File: src/rtl/inst_cache.sv
// Direct-mapped instruction cache, one instruction per line, between ifetch and
// the memory controller. Hits answer next cycle; misses fetch one word and fill.
module inst_cache #(
    parameter int IDX_WIDTH  = 6,
    parameter int ADDR_WIDTH = 32,
    parameter int INST_WIDTH = 32
) (
    input  logic                  clk,
    input  logic                  rst_in,
    input  logic                  rdy_in,
    input  logic                  flush,
    input  logic                  if_req,
    input  logic [ADDR_WIDTH-1:0] if_pc,
    output logic                  if_rdy,
    output logic [INST_WIDTH-1:0] if_inst,
    output logic                  busy,
    output logic                  mem_req,
    output logic [ADDR_WIDTH-1:0] mem_pc,
    input  logic                  mem_rdy,
    input  logic [INST_WIDTH-1:0] mem_inst,
    output logic [31:0]           hit_cnt,
    output logic [31:0]           miss_cnt
);
    localparam int LINES     = 1 << IDX_WIDTH;
    localparam int TAG_WIDTH = ADDR_WIDTH - IDX_WIDTH - 2;

    typedef enum logic {IDLE, MISS} state_t;

    state_t state, state_next;

    logic [LINES-1:0]      valid;
    logic [TAG_WIDTH-1:0]  tag_mem  [LINES];
    logic [INST_WIDTH-1:0] data_mem [LINES];
    logic                  drop;

    logic [IDX_WIDTH-1:0]  req_idx, fill_idx;
    logic [TAG_WIDTH-1:0]  req_tag, fill_tag;
    logic                  hit_line;
    logic                  do_hit, do_miss, do_fill, deliver;
    logic                  pc_unused;

    // Word offset bits never select anything.
    assign pc_unused = ^if_pc[1:0];

    assign req_idx  = if_pc[IDX_WIDTH+1:2];
    assign req_tag  = if_pc[ADDR_WIDTH-1:IDX_WIDTH+2];
    assign fill_idx = mem_pc[IDX_WIDTH+1:2];
    assign fill_tag = mem_pc[ADDR_WIDTH-1:IDX_WIDTH+2];
    assign hit_line = valid[req_idx] && (tag_mem[req_idx] == req_tag);
    assign busy     = (state == MISS);

    always_comb begin
        state_next = state;
        do_hit     = 1'b0;
        do_miss    = 1'b0;
        do_fill    = 1'b0;
        case (state)
            IDLE: begin
                if (if_req && !flush) begin
                    if (hit_line) begin
                        do_hit = 1'b1;
                    end else begin
                        do_miss    = 1'b1;
                        state_next = MISS;
                    end
                end
            end
            MISS: begin
                if (mem_rdy) begin
                    do_fill    = 1'b1;
                    state_next = IDLE;
                end
            end
            default: state_next = IDLE;
        endcase
    end

    // A flush arriving with the returning word still kills the response.
    assign deliver = do_fill && !(drop || flush);

    always_ff @(posedge clk or negedge rst_in) begin
        if (!rst_in) begin
            state <= IDLE;
        end else if (rdy_in) begin
            state <= state_next;
        end
    end

    always_ff @(posedge clk or negedge rst_in) begin
        if (!rst_in) begin
            if_rdy   <= 1'b0;
            if_inst  <= '0;
            mem_req  <= 1'b0;
            mem_pc   <= '0;
            drop     <= 1'b0;
            hit_cnt  <= '0;
            miss_cnt <= '0;
            valid    <= '0;
        end else if (rdy_in) begin
            if_rdy <= do_hit || deliver;
            if (do_hit) begin
                if_inst <= data_mem[req_idx];
            end else if (deliver) begin
                if_inst <= mem_inst;
            end
            if (do_hit && hit_cnt != '1) begin
                hit_cnt <= hit_cnt + 32'd1;
            end
            if (do_miss) begin
                mem_req <= 1'b1;
                mem_pc  <= {if_pc[ADDR_WIDTH-1:2], 2'b00};
                drop    <= 1'b0;
                if (miss_cnt != '1) begin
                    miss_cnt <= miss_cnt + 32'd1;
                end
            end
            if (state == MISS && flush) begin
                drop <= 1'b1;
            end
            if (do_fill) begin
                mem_req         <= 1'b0;
                valid[fill_idx] <= 1'b1;
            end
        end
    end

    // Tag/data arrays carry no reset; the valid bits guard them.
    always_ff @(posedge clk) begin
        if (rdy_in && do_fill) begin
            tag_mem[fill_idx]  <= fill_tag;
            data_mem[fill_idx] <= mem_inst;
        end
    end

endmodule
File: config.mk
export PLATFORM = sky130hd
export DESIGN_NAME = inst_cache
export DESIGN_NICKNAME = d
export VERILOG_FILES = /design/src/rtl/inst_cache.sv
export SDC_FILE = /design/constraint.sdc
export NUM_CORES = 2
export LEC_CHECK = 0
export CELL_PAD_IN_SITES_DETAIL_PLACEMENT = 1
export CELL_PAD_IN_SITES_GLOBAL_PLACEMENT = 1
export CORE_ASPECT_RATIO = 1.25
export CORE_MARGIN = 2
export CORE_UTILIZATION = 40
export DETAILED_ROUTE_END_ITERATION = 6
export PLACE_DENSITY = 0.66
export SLEW_MARGIN = 30
export SYNTH_ARGS = -nofsm -noshare
export SYNTH_HDL_FRONTEND = slang
export SYNTH_SLANG_ARGS = --single-unit
File: constraint.sdc
create_clock -name clk -period 6.4 [get_ports clk]
set_clock_uncertainty 0.05 [all_clocks]
set_input_delay 0.96 -clock clk [delete_from_list [all_inputs] [get_ports clk]]
set_output_delay 0.96 -clock clk [all_outputs]
set_load 0.02 [all_outputs]
== Word level (Yosys, flattened, before mapping) ==
Memories as Yosys holds them, arrays and structs flattened.
Index checks and enable logic that the tools add are counted.

* Register bits after elaboration: 194
* Memory bits (writable): 3584
* Word-level logic and storage cells: 64
* Memories kept: 2

{| class="wikitable"
|+ Memory list
! memory !! depth !! bits a word !! read ports !! clocked after memory_dff !! wr ports !! RTL line !! RTL
|-
| data_mem || 64 || 32 || 1 || 0 || 1 || 33 || <nowiki>logic [INST_WIDTH-1:0] data_mem [LINES];</nowiki>
|-
| tag_mem || 64 || 24 || 1 || 0 || 1 || 32 || <nowiki>logic [TAG_WIDTH-1:0] tag_mem [LINES];</nowiki>
|}

* $add $sub $neg: 2
* $lt $le $gt $ge: 3
* Equal/unequal tests: 3
* Muxes and demuxes: 22
* Bitwise logic cells: 2
* Reductions and logical operators: 21

{| class="wikitable"
|+ Operators by type and width
! kind !! count
|-
| $add 32x1->32 const B || 2
|-
| $mux 32 || 2
|-
| $ne 32x32->1 const B || 2
|-
| $or 64x64->64 || 1
|-
| $eq 24x24->1 || 1
|-
| $mux 1 || 17
|-
| $lt 6x7->1 const B || 2
|-
| $reduce_and 2->1 || 6
|-
| $logic_and 1x1->1 || 7
|-
| $bmux 1 s6 || 1
|-
| $demux 1 s6 || 1
|-
| $ge 6x1->1 const B || 1
|-
| $reduce_bool 2->1 || 3
|-
| $reduce_and 3->1 || 1
|-
| $logic_not 1->1 || 2
|-
| $logic_or 1x1->1 || 2
|-
| $pmux 1 s2 || 1
|-
| $not 1->1 || 1
|}

== Longest topological paths before layout ==
* Word-level depth: 8
* Gate-level depth with buffers: 20
* Gate-level depth less buffers: 11

== Least setup slack after synthesis ==
OpenSTA, ideal clock, no wires.

* Path kind: in2reg
* Start point: input port if_pc[2]
* End point: register if_inst[12]
* Arrival: 4.546 ns
* Data required time: 6.227 ns
* Path slack: 1.681 ns
* Stages: 13
* Cell sequence: buf_6 > buf_6 > buf_4 > buf_4 > buf_2 > buf_4 > clkbuf_1 > buf_1 > mux4_2 > mux4_2 > mux4_2 > nor2b_1 > nor3_1

* Cells in the longest elaborated chain, start to end: 8

{| class="wikitable"
|+ Ends and longest elaborated chain
! item !! RTL line !! RTL
|-
| start, declared || 13 || <nowiki>input logic [ADDR_WIDTH-1:0] if_pc,</nowiki>
|-
| $mem_v2 64x24 or $bmux 1 s6 (tied branches) || -- ||
|-
| $eq 24x24->1 or $mux 1 (tied branches) || 49 || <nowiki>assign hit_line = valid[req_idx] && (tag_mem[req_idx] == req_tag);</nowiki>
|-
| $logic_and 1x1->1 || 49 ||
|-
| $mux 1 || 60 || <nowiki>if (hit_line) begin</nowiki>
|-
| $mux 1 || 59 || <nowiki>if (if_req && !flush) begin</nowiki>
|-
| $mux 1 || 57 || <nowiki>case (state)</nowiki>
|-
| $reduce_bool 2->1 (no source line) || -- ||
|-
| $reduce_and 2->1 (no source line) || -- ||
|-
| end signal, assigned || 102 || <nowiki>if_inst <= data_mem[req_idx];</nowiki>
|-
| end signal, assigned || 104 || <nowiki>if_inst <= mem_inst;</nowiki>
|-
| end, declared || 15 || <nowiki>output logic [INST_WIDTH-1:0] if_inst,</nowiki>
|}

Parallel ways exist; a longest one is shown, timed or not. The select of a mux whose other input is x is not followed.
A chain may end at the register's enable or synchronous reset.

== Worst setup path in the final report ==
* Start point: input port if_pc[5]
* End point: register mem_pc[31]

* Cells in the longest elaborated chain, start to end: 7

{| class="wikitable"
|+ Ends and longest elaborated chain
! item !! RTL line !! RTL
|-
| $mem_v2 64x24 or $bmux 1 s6 (tied branches) || -- ||
|-
| $eq 24x24->1 or $mux 1 (tied branches) || 49 ||
|-
| $logic_and 1x1->1 * || 49 ||
|-
| $mux 1 * || 60 ||
|-
| $mux 1 * || 59 ||
|-
| $mux 1 * || 57 ||
|-
| $reduce_and 2->1 (no source line) * || -- ||
|-
| end signal, assigned || 111 || <nowiki>mem_pc <= {if_pc[ADDR_WIDTH-1:2], 2'b00};</nowiki>
|-
| end, declared || 18 || <nowiki>output logic [ADDR_WIDTH-1:0] mem_pc,</nowiki>
|}

Every way passes the cells marked *; elsewhere a longest branch is shown, timed or not. The select of a mux whose other input is x is not followed.

==> impl_metrics.py <==
metrics = {
    "synth": {
        "yosys.area.top_type": "edfxtp_1",
        "yosys-top-cells-count": "edfxtp_1 (3,584), mux4_2 (919), mux2i_1 (314)",
        "synth_seq_area_share": 0.772,
        "synth.most_common_cell": "edfxtp_1",
        "yosysWarnings": 0,
        "synth_edf_count": 3584,
        "synth_area_um2": 146000,
        "ys_types": 80,
        "yosys-top-cells-area": "edfxtp_1 (74%), mux4_2 (14%), dfrtp_1 (3.3%)",
        "syn_inst": 6595,
        "async_reset_ff_frac": 0.0513,
        "synth_top_area_frac": 0.738,
        "syn_avg_cell_area_um2": 22.1,
        "synth_seq_cells": 3778,
        "synth_ff_type": "edfxtp_1",
    },
    "power_and_ir_drop": {
        "p_leak_uw": 0.0542,
        "intPower_uw": 42100,
        "power_switching_uw": 12400,
        "powerDensity_nw_per_um2": 323,
        "peakVddDrop_uv": 225,
        "pwr-share-clk": 0.413,
        "combPwrFrac": 0.063,
        "sw_frac_of_total": 0.227,
        "p_total_uw": 54500,
        "power_frac_seq": 0.524,
    },
    "die": {
        "start_util": 0.402,
        "die_area_um2": 369000,
        "fp.dieH_um": 679,
        "core-area_um2": 363000,
        "num_rows": 247,
        "die_w_um": 544,
        "ioPinCount": 201,
    },
    "place": {
        "dp.cells": 11600,
        "port_buffers": 196,
        "gp_congestion": 0.803,
        "dp_hpwl_mm": 256,
    },
    "drt": {
        "avgRoutedWirePerCell_um": 37.4,
        "firstDrtPassIters": 5,
        "dr_total_vias": 75400,
        "totalWireLength_mm": 462,
        "drt_iter0_drc": 9789,
        "drc_errors": 0,
        "via_per_inst": 6.11,
        "ant_nets": 0,
    },
    "sta": {
        "period_needed_ns": 4.96,
        "tightest_slew_ns": 1.09,
        "drv_slew": 0,
        "min_period_over_period": 0.774,
        "setup_viol": 0,
        "max_freq_mhz": 202,
        "rsz0062_at_grt": "false",
        "tns_ns": 0,
        "hold_viol_final": 0,
        "relSlewSlack": 0.274,
    },
    "layout": {
        "drive_above_1_share": 0.278,
        "fillers": 32600,
        "finalNetCount": 7230,
        "area_delta_synth_final_pct": 15.7,
        "stdcell_count": 12300,
    },
    "global_route": {
        "grt_pass1_vias": 77500,
        "grt_pass1_wl_mm": 636,
        "grt.total_usage": 0.249,
        "antenna_found_initial": 21,
        "grt_max_degree": 142,
        "overflow": 0,
    },
    "worst_setup_path": {
        "worstPathCellList": "buf_6, buf_4, nor2_4, buf_4, a22oi_1, nand3_1, nand4_1, xnor2_1, a31oi_1, nor4_1, buf_4, and2b_1, nor2_4, buf_12, mux2_2",
        "cpMaxStageDelayCell": "a31oi_1",
        "cpPeakStageDelay_ns": 0.70,
        "path_max_fanout": 37,
        "reg2reg_setup_slack_ns": 2.07,
        "cp.arrival_ns": 5.70,
        "critical_path_class": "in2reg",
        "critPathRequiredTime_ns": 7.15,
        "end_kind": "flip-flop",
        "start_kind": "primary input",
        "critical_path.most_common_cell": "buf_4",
    },
    "worst_hold_path": {
        "hold_class": "reg2reg",
    },
    "status": {
        "status": "finished clean",
    },
    "job": {
        "maxCapViolCount": 0,
    },
    "clocking": {
        "clock-root-buffer": "clkbuf_16",
        "clkSinkCount": 3778,
        "h-tree-depth": 5,
        "cts_buffers": 377,
        "insertion_delay_ns": 0.98,
        "cts_buffer_depth": 4,
        "cts_setup_buffers": 0,
        "cts-resized-gates": 0,
        "cts_tree": "yes",
        "clk_pin_slew_ns": 0.06,
    },
}
## power by group through the flow
| stage | Sequential (µW) | Combinational [µW] | Clock [µW] |
|---|---|---|---|
| after detailed placement | 29100 | 3450 | 0 |
| after global placement | 29000 | 3330 | 0 |
| after floorplan | 29200 | 1540 | 0 |
| after global routing | 28600 | 3610 | 23600 |
| after CTS | 28500 | 3450 | 22800 |
| final | 28500 | 3430 | 22500 |
## placed cells by master (no fill, tap or decap), drive strengths merged, types with 63 or more instances in the layout
cell           count
nand3            110
clkbuf           453
nor2             129
buf              380
mux4             919
clkdlybuf4s50    157
edfxtp          3584
mux2i            314
or2               66
nor3              63
nand2            128
a22oi            121
clkinv           164
dfrtp            194
xnor2             72
## area by class of cell
type,instances,area (µm²),share of cell area
flip-flops and latches,3778,113000,0.667
multi-input cells,2450,32100,0.190
clock buffers,453,10100,0.0596
well taps,4855,6070,0.0360
repair buffers,538,5500,0.0326
clock inverters,239,2340,0.0139
inverters,13,60.1,0.000356
diodes,6,15.0,0.0000890
## flip-flops by register name (all words and copies together), names as in the netlist
| signal | cells |
|---|---|
| valid | 64 |
| busy | 1 |
| tag_mem | 1536 |
| if_rdy | 1 |
| mem_pc | 30 |
| drop | 1 |
| if_inst | 32 |
| data_mem | 2048 |
| hit_cnt | 32 |
| mem_req | 1 |
| miss_cnt | 32 |
## logic make-up (layout without fill, tap and decap cells)
family / count (synthesis) / in the layout / synth area share
compound gates: 355 / 355 / 0.0175
other cells: 1 / 8 / 0.0000257
fa+ha+maj: 2 / 2 / 0.000172
mux: 1285 / 1285 / 0.168
flops: 3778 / 3778 / 0.772
buf+inv: 368 / 1243 / 0.0122
simple gates: 717 / 717 / 0.0257
xor+xnor: 89 / 89 / 0.00535
## worst max-delay path, delay by kind of cell
family	cells	cell delay (ns)
simple gates	6	1.64
xor+xnor	1	0.24
mux	1	0.36
buf+inv	5	1.46
compound gates	2	0.85
## repair_timing
action,CTS,global route
endpoints found under the hold margin,19,0
setup endpoints to repair,0,0
hold buffers,1,0
## stage by stage
stage / util / setup WS (ns) / hold WS [ns] / cell area, µm²
floorplan: - / 1.68 / 0.381 / 146000
CTS: 0.465 / 1.59 / 0.413 / 169000
global route: 0.465 / 1.40 / 0.419 / 169000
global placement: 0.430 / 0.667 / 0.395 / 156000
finish: 0.465 / 1.44 / 0.414 / 169000
detailed placement: 0.431 / 0.632 / 0.400 / 156000
## final timing paths
kind | from | endpoint | cells past startpoint
max | if_pc[5] | mem_pc[31] | 15
min | valid[52] | valid[52] | 1
max reg2reg | tag_mem[15][7] | if_inst[22] | 12
min reg2reg | valid[52] | valid[52] | 1
max in group asynchronous | rst_in | mem_pc[15] | 4
min in group asynchronous | rst_in | hit_cnt[21] | 2
## routing by layer
layer / track usage / vias to the layer above / wire length (µm)
met3: 0.0416 / 743 / 39500
met5: 0 / - / 13
met2: 0.413 / 4051 / 229000
li1: - / 28900 / -
met4: 0.0862 / 2 / 17400
met1: 0.331 / 41700 / 175000
No activity file was read; power rests on OpenSTA's default activity.
